$ cat config.mk
export PLATFORM = sky130hd
export DESIGN_NAME = proc_core
export DESIGN_NICKNAME = d
export VERILOG_FILES = /design/src/rtl/proc_pkg.sv /design/src/rtl/proc_alu.sv /design/src/rtl/proc_core.sv
export SDC_FILE = /design/constraint.sdc
export NUM_CORES = 1
export LEC_CHECK = 0
export CELL_PAD_IN_SITES_DETAIL_PLACEMENT = 0
export CELL_PAD_IN_SITES_GLOBAL_PLACEMENT = 1
export CORE_ASPECT_RATIO = 2
export CORE_MARGIN = 2
export CORE_UTILIZATION = 46
export CTS_BUF_LIST = sky130_fd_sc_hd__clkbuf_2 sky130_fd_sc_hd__clkbuf_4 sky130_fd_sc_hd__clkbuf_8
export CTS_CLUSTER_DIAMETER = 50
export DETAILED_ROUTE_END_ITERATION = 6
export GPL_TIMING_DRIVEN = 1
export HOLD_SLACK_MARGIN = 0.12
export PLACE_DENSITY_LB_ADDON = 0.15
export SLEW_MARGIN = 20
export SYNTH_ARGS = -nofsm -noshare
export SYNTH_HDL_FRONTEND = slang
export SYNTH_SLANG_ARGS = --single-unit
$ cat constraint.sdc
create_clock -name clk -period 13.1 [get_ports clk]
set_clock_uncertainty 0.15 [all_clocks]
set_input_delay 1.965 -clock clk [delete_from_list [all_inputs] [get_ports clk]]
set_output_delay 1.965 -clock clk [all_outputs]
set_load 0.05 [all_outputs]
$ cat src/rtl/proc_pkg.sv
// Shared definitions for the multicycle processor: step encoding, opcodes, ALU ops.
package proc_pkg;

  typedef enum logic [1:0] {
    T0 = 2'd0,
    T1 = 2'd1,
    T2 = 2'd2,
    T3 = 2'd3
  } step_t;

  localparam logic [2:0] OP_MV   = 3'b000;
  localparam logic [2:0] OP_MVI  = 3'b001;
  localparam logic [2:0] OP_ADD  = 3'b010;
  localparam logic [2:0] OP_SUB  = 3'b011;
  localparam logic [2:0] OP_AND  = 3'b100;
  localparam logic [2:0] OP_XOR  = 3'b101;
  localparam logic [2:0] OP_MVNZ = 3'b110;
  localparam logic [2:0] OP_NOP  = 3'b111;

  typedef enum logic [1:0] {
    ALU_ADD = 2'd0,
    ALU_SUB = 2'd1,
    ALU_AND = 2'd2,
    ALU_XOR = 2'd3
  } alu_op_t;

  // Map an instruction opcode to the ALU operation; non-ALU opcodes fall back to ADD.
  function automatic alu_op_t alu_op_of(input logic [2:0] op);
    case (op)
      OP_ADD:  return ALU_ADD;
      OP_SUB:  return ALU_SUB;
      OP_AND:  return ALU_AND;
      OP_XOR:  return ALU_XOR;
      default: return ALU_ADD;
    endcase
  endfunction

  // True for the opcodes that run the three-step A/G sequence.
  function automatic logic is_alu_op(input logic [2:0] op);
    return (op == OP_ADD) || (op == OP_SUB) || (op == OP_AND) || (op == OP_XOR);
  endfunction

endpackage

$ cat src/rtl/proc_alu.sv
// Combinational ALU: modulo-2^WORD add/sub and bitwise and/xor, with zero detect.
module proc_alu
  import proc_pkg::*;
#(
  parameter int WORD = 16
) (
  input  alu_op_t         op,
  input  logic [WORD-1:0] a,
  input  logic [WORD-1:0] b,
  output logic [WORD-1:0] result,
  output logic            zero
);

  // Select the operation; carry and borrow fall off the top.
  always_comb begin
    result = '0;
    case (op)
      ALU_ADD: result = a + b;
      ALU_SUB: result = a - b;
      ALU_AND: result = a & b;
      ALU_XOR: result = a ^ b;
      default: result = '0;
    endcase
    zero = (result == '0);
  end

endmodule

$ cat src/rtl/proc_core.sv
// Parametrised multicycle processor core: shared bus, A/G accumulators, four-step sequencer.
//
// step | meaning
// T0   | idle / fetch: latch IR from din when run=1
// T1   | MV/MVI/MVNZ/NOP complete here; ALU ops load A from Rx
// T2   | ALU ops: G <= A op Ry, update zflag
// T3   | ALU ops: Rx <= G, complete
module proc_core
  import proc_pkg::*;
#(
  parameter int WORD = 16,
  parameter int NREG = 8
) (
  input  logic                 clk,
  input  logic                 reset,
  input  logic [WORD-1:0]      din,
  input  logic                 run,
  output logic                 done,
  output logic                 busy,
  output logic                 zflag,
  output logic [WORD-1:0]      bus_out,
  output logic [WORD*NREG-1:0] registers,
  output logic [1:0]           step_out
);

  localparam int RSEL = $clog2(NREG);
  localparam int IRW  = 3 + 2 * RSEL;

  step_t            step, step_nxt;
  logic [IRW-1:0]   ir;
  logic [WORD-1:0]  a_reg, g_reg;
  logic [WORD-1:0]  r [NREG];

  logic [2:0]       op;
  logic [RSEL-1:0]  x, y;
  logic [NREG-1:0]  r_sel;
  logic             sel_din, sel_g;
  logic             r_wr, a_ld, g_ld;
  logic [WORD-1:0]  bus;
  logic [WORD-1:0]  alu_result;
  logic             alu_zero;

  assign op = ir[IRW-1 -: 3];
  assign x  = ir[2*RSEL-1:RSEL];
  assign y  = ir[RSEL-1:0];

  proc_alu #(.WORD(WORD)) u_alu (
    .op     (alu_op_of(op)),
    .a      (a_reg),
    .b      (bus),
    .result (alu_result),
    .zero   (alu_zero)
  );

  // Sequencer next state and per-step bus select / load enables.
  always_comb begin
    step_nxt = step;
    r_sel    = '0;
    sel_din  = 1'b0;
    sel_g    = 1'b0;
    r_wr     = 1'b0;
    a_ld     = 1'b0;
    g_ld     = 1'b0;
    done     = 1'b0;
    case (step)
      T0: if (run) step_nxt = T1;
      T1: begin
        if (is_alu_op(op)) begin
          r_sel[x] = 1'b1;
          a_ld     = 1'b1;
          step_nxt = T2;
        end else begin
          case (op)
            OP_MV: begin
              r_sel[y] = 1'b1;
              r_wr     = 1'b1;
            end
            OP_MVI: begin
              sel_din = 1'b1;
              r_wr    = 1'b1;
            end
            OP_MVNZ: begin
              r_sel[y] = 1'b1;
              r_wr     = ~zflag;
            end
            default: ;
          endcase
          done     = 1'b1;
          step_nxt = T0;
        end
      end
      T2: begin
        r_sel[y] = 1'b1;
        g_ld     = 1'b1;
        step_nxt = T3;
      end
      T3: begin
        sel_g    = 1'b1;
        r_wr     = 1'b1;
        done     = 1'b1;
        step_nxt = T0;
      end
      default: step_nxt = T0;
    endcase
  end

  // OR-combined bus mux; zero when no source is selected.
  always_comb begin
    bus = '0;
    if (sel_din) bus = bus | din;
    if (sel_g)   bus = bus | g_reg;
    for (int i = 0; i < NREG; i++) begin
      if (r_sel[i]) bus = bus | r[i];
    end
  end

  // State, IR, accumulators, flag and register file.
  always_ff @(posedge clk or posedge reset) begin
    if (reset) begin
      step  <= T0;
      ir    <= '0;
      a_reg <= '0;
      g_reg <= '0;
      zflag <= 1'b1;
      for (int i = 0; i < NREG; i++) r[i] <= '0;
    end else begin
      step <= step_nxt;
      if (step == T0 && run) ir <= din[IRW-1:0];
      if (a_ld) a_reg <= bus;
      if (g_ld) begin
        g_reg <= alu_result;
        zflag <= alu_zero;
      end
      if (r_wr) r[x] <= bus;
    end
  end

  // At most one bus driver per cycle.
  assert property (@(posedge clk) disable iff (reset) $onehot0({sel_g, sel_din, r_sel}));

  for (genvar gi = 0; gi < NREG; gi++) begin : g_regs_out
    assign registers[gi*WORD +: WORD] = r[gi];
  end

  assign bus_out  = bus;
  assign busy     = (step != T0);
  assign step_out = step;

endmodule
==> impl_results.md <==
* Outcome: finished clean
* Async S/R FF share, synth at 100%
* Cell taking the most area after synthesis: dfrtp_1
* Seq cells post-synth at 172
* Clk buf depth at 2
* Root Driver: clkbuf_8
* Die width at 111 microns
* Relative slew slack at 20.3%
* Total number of yosys warnings at 0
* EDFF count, synth at 0
* CP Buf/Inv Count at 3
* First-pass GRT wire length at ~60000 microns
* Clock latency on the worst-skew pair at ~500 ps
* Finished Cell Area at around 13000 sq um
* Final Hold Vio Count at 0
* Worst setup EP type: output pin
* Synth Instances at 1182
* Nets at 1365
* All-Layer GR Usage at 33.5%
* Netlist cell types at 82
* DR vias at a little over 10000
* Die Ht at approximately 220 microns
* Maximum Capacitance Violations at 0
* Number of global-route vias before repair at roughly 9700
* Initial antenna violation count at 0
* # hold bufs at CTS at 0
* Starting Density at between 40% and 50%
* WP depth at 10
* Share of the synthesized area in the top cell type at 40.9%
* Syn_nets at between 1000 and 1500
* Die area at ~24000 sq um
* CTS resizes at 0
* Sum Neg Setup Slack at 0 ps
* Register area at approximately 4300 sq um
* DR vias/cell at 6.36
* Maximum fanout along the worst path at 19
* CTS H-tree depth at 4
* RSZ-0062 raised after global routing: false
* End of the critical path: bus_out[13]
* Final period utilization at a little under three fifths
* Reg2reg path depth at 22
* Core box area at around 23000 sq um
* Cell-by-cell trace of the critical path: inv_1 > ha_1 > or3b_2 > nor4_2 > a22oi_1 > nand4_1 > a21oi_1 > and3_1 > inv_1 > clkdlybuf4s50_1
* Largest net degree at the start of global routing at 70
* Crit-path slowest cell: nor4_2
* Final GP Congestion at around 1
* Largest register FFs at roughly 130
* Synth top area cells: dfrtp_1 41%, a21oi_1 5.7%, nand2_1 4.8%, nor2_1 4.7%, o21ai_0 4.7%
* Worst EP arrival at around 5200 ps
* Placed Instance Area at approximately 12000 sq um
* Cell repeated most along the worst path: inv_1
* Fill cells at ~2100
* Total CTS buffers at 17
* IO Pins at ~170
* Total wire length at 40600 microns
* CTS tree: yes
* Critical Path RT at 10980 ps
* Reg clk slew, reported paths at roughly 90 ps
* Setup violators final at 0
* DP Cell Count at between 1500 and 2000
* R2r setup slk at about 5800 ps
* Initial DRC Count at 1196
* Setup bufs post-CTS at 0
* Multi-input logic area at 5720 sq um
* Detail Placement HPWL at around 30000 microns
* CTS Sinks at between 150 and 200
* Post-DRT Antenna Nets at 0
* Worst Setup Path Type: reg2out
* Fin. max-slew vios at 0
* Max Fclk at 136 MHz
* Syn Area/Cell at 8.86 sq um
* Num rows at 78
* Reg2Reg Capture Point: zflag$_DFFE_PP1P_
* Crit path max-delay family: simple AND/OR/NAND/NOR gates
* Diode count at 0
* Slew at the pin with the worst max-slew slack at roughly 1200 ps
* Post-synthesis sequential area ratio at about 41%
* Synth Flop Type: dfrtp_1
* Share of layout cells above drive strength 1 at about 9.9%
* Total grt overflow at 0
* Wire length per cell at roughly 25 microns
* Post-Syn Area at between 10000 and 15000 sq um
* Fin cells at 1600
* Period minus WS final at between 7000 and 8000 ps
* Residual DRC at 0
* Fin util at a little under three fifths
* Hold Path Class: reg2reg
* CP Launch Type: flip-flop
* Router iterations before antenna repair at 5
* Port bufs at approximately 170
* Max stage delay on crit path at roughly 890 ps
* Syn-to-layout area delta at 22.1%
[placed cells by master (no fill, tap or decap), drive strengths merged, types with 3 or more instances in the layout]
cell type      synthesis  routed
dfrtp                171     171
clkdlybuf4s50          0     167
nand2                136     136
nor2                 131     131
a21oi                121     121
o21ai                 99      99
mux2i                 42      42
ha                    37      37
mux2                  34      34
a22oi                 33      33
buf                   25      32
inv                   27      30
nor3                  28      28
nand3                 26      26
xnor2                 23      23
clkbuf                67      19
a22o                  17      17
a222oi                14      14
and3                  13      13
nand4                 10      10
nor4                   9       9
a21o                   8       8
a31oi                  8       8
nor2b                  7       7
xor2                   7       7
and2                   6       6
and4                   6       6
o22ai                  6       6
nor3b                  6       6
nand3b                 5       5
nand2b                 4       4
and3b                  4       4
a32oi                  4       4
clkinvlp               0       4
clkinv                 1       4
a211oi                 3       3
o2bb2ai                3       3
or3                    3       3
[worst min path at each step]
stage,start,endpoint,slack (ps),depth (start not counted)
after floorplan,g_reg[11]$_DFFE_PP0P_,g_reg[11]$_DFFE_PP0P_,320,1
after global placement,ir[6]$_DFFE_PP0P_,ir[6]$_DFFE_PP0P_,340,1
after detailed placement,ir[6]$_DFFE_PP0P_,ir[6]$_DFFE_PP0P_,360,1
after CTS,ir[6]$_DFFE_PP0P_,ir[6]$_DFFE_PP0P_,380,1
after global routing,ir[6]$_DFFE_PP0P_,ir[6]$_DFFE_PP0P_,390,1
final,ir[6]$_DFFE_PP0P_,ir[6]$_DFFE_PP0P_,380,1
[layout make-up]
class	count	share of cell area [%]
Tap cell	280	2.74
Inverter	28	0.861
Clock buffer	19	1.95
Timing Repair Buffer	199	15.0
Clock inverter	12	1.09
Sequential cell	172	33.7
Multi-Input combinational cell	890	44.7
[routing by layer]
layer / vias up / share of wire [%] / track usage (%)
met4: 0 / 8.1 / 26.0
met3: 196 / 5.9 / 4.43
met5: - / 0 / 0
met1: 4910 / 36 / 38.7
li1: 4505 / - / -
met2: 569 / 50 / 55.8
[logic make-up after synthesis]
group / after synthesis / share of synthesized area, %
AND/OR/NAND/NOR: 403 / 18.4
AO/OA/AOI/OAI: 341 / 20.3
flip-flops: 172 / 41.1
buffers and inverters: 120 / 4.71
multiplexers: 78 / 8.10
adder cells (fa/ha/maj): 38 / 4.61
XOR/XNOR: 30 / 2.76
[through the flow]
step / hold slack [ps] / setup slack, ps
2_1_floorplan: 321 / 6330
3_3_place_gp: 341 / 5720
3_5_place_dp: 362 / 5650
4_1_cts: 382 / 5890
5_1_grt: 395 / 5530
6_report: 378 / 5750
[cells in the mapped netlist (3+ instances only)]
| cell | instances |
|---|---|
| o21ai_0 | 98 |
| nor3b_1 | 6 |
| nand2_1 | 135 |
| mux2_2 | 33 |
| nand2b_1 | 4 |
| buf_2 | 13 |
| o22ai_1 | 6 |
| nand4_1 | 9 |
| a22oi_1 | 33 |
| buf_1 | 6 |
| a211oi_1 | 3 |
| nand3b_1 | 5 |
| xor2_1 | 6 |
| a22o_1 | 17 |
| a21oi_1 | 120 |
| clkbuf_1 | 67 |
| ha_1 | 37 |
| xnor2_1 | 22 |
| and3_1 | 13 |
| dfrtp_1 | 171 |
| nor4_1 | 5 |
| inv_1 | 26 |
| or3_1 | 3 |
| and2_1 | 6 |
| nor2b_1 | 7 |
| mux2i_1 | 42 |
| nor2_1 | 131 |
| a21o_1 | 8 |
| nor3_1 | 26 |
| and4_1 | 6 |
| a222oi_1 | 14 |
| a31oi_1 | 8 |
| buf_4 | 5 |
| a32oi_1 | 4 |
| and3b_1 | 4 |
| o2bb2ai_1 | 3 |
| nand3_1 | 26 |
Power is not shown: default switching activity piles up to over one toggle a cycle in this logic, so the estimate is an artifact.
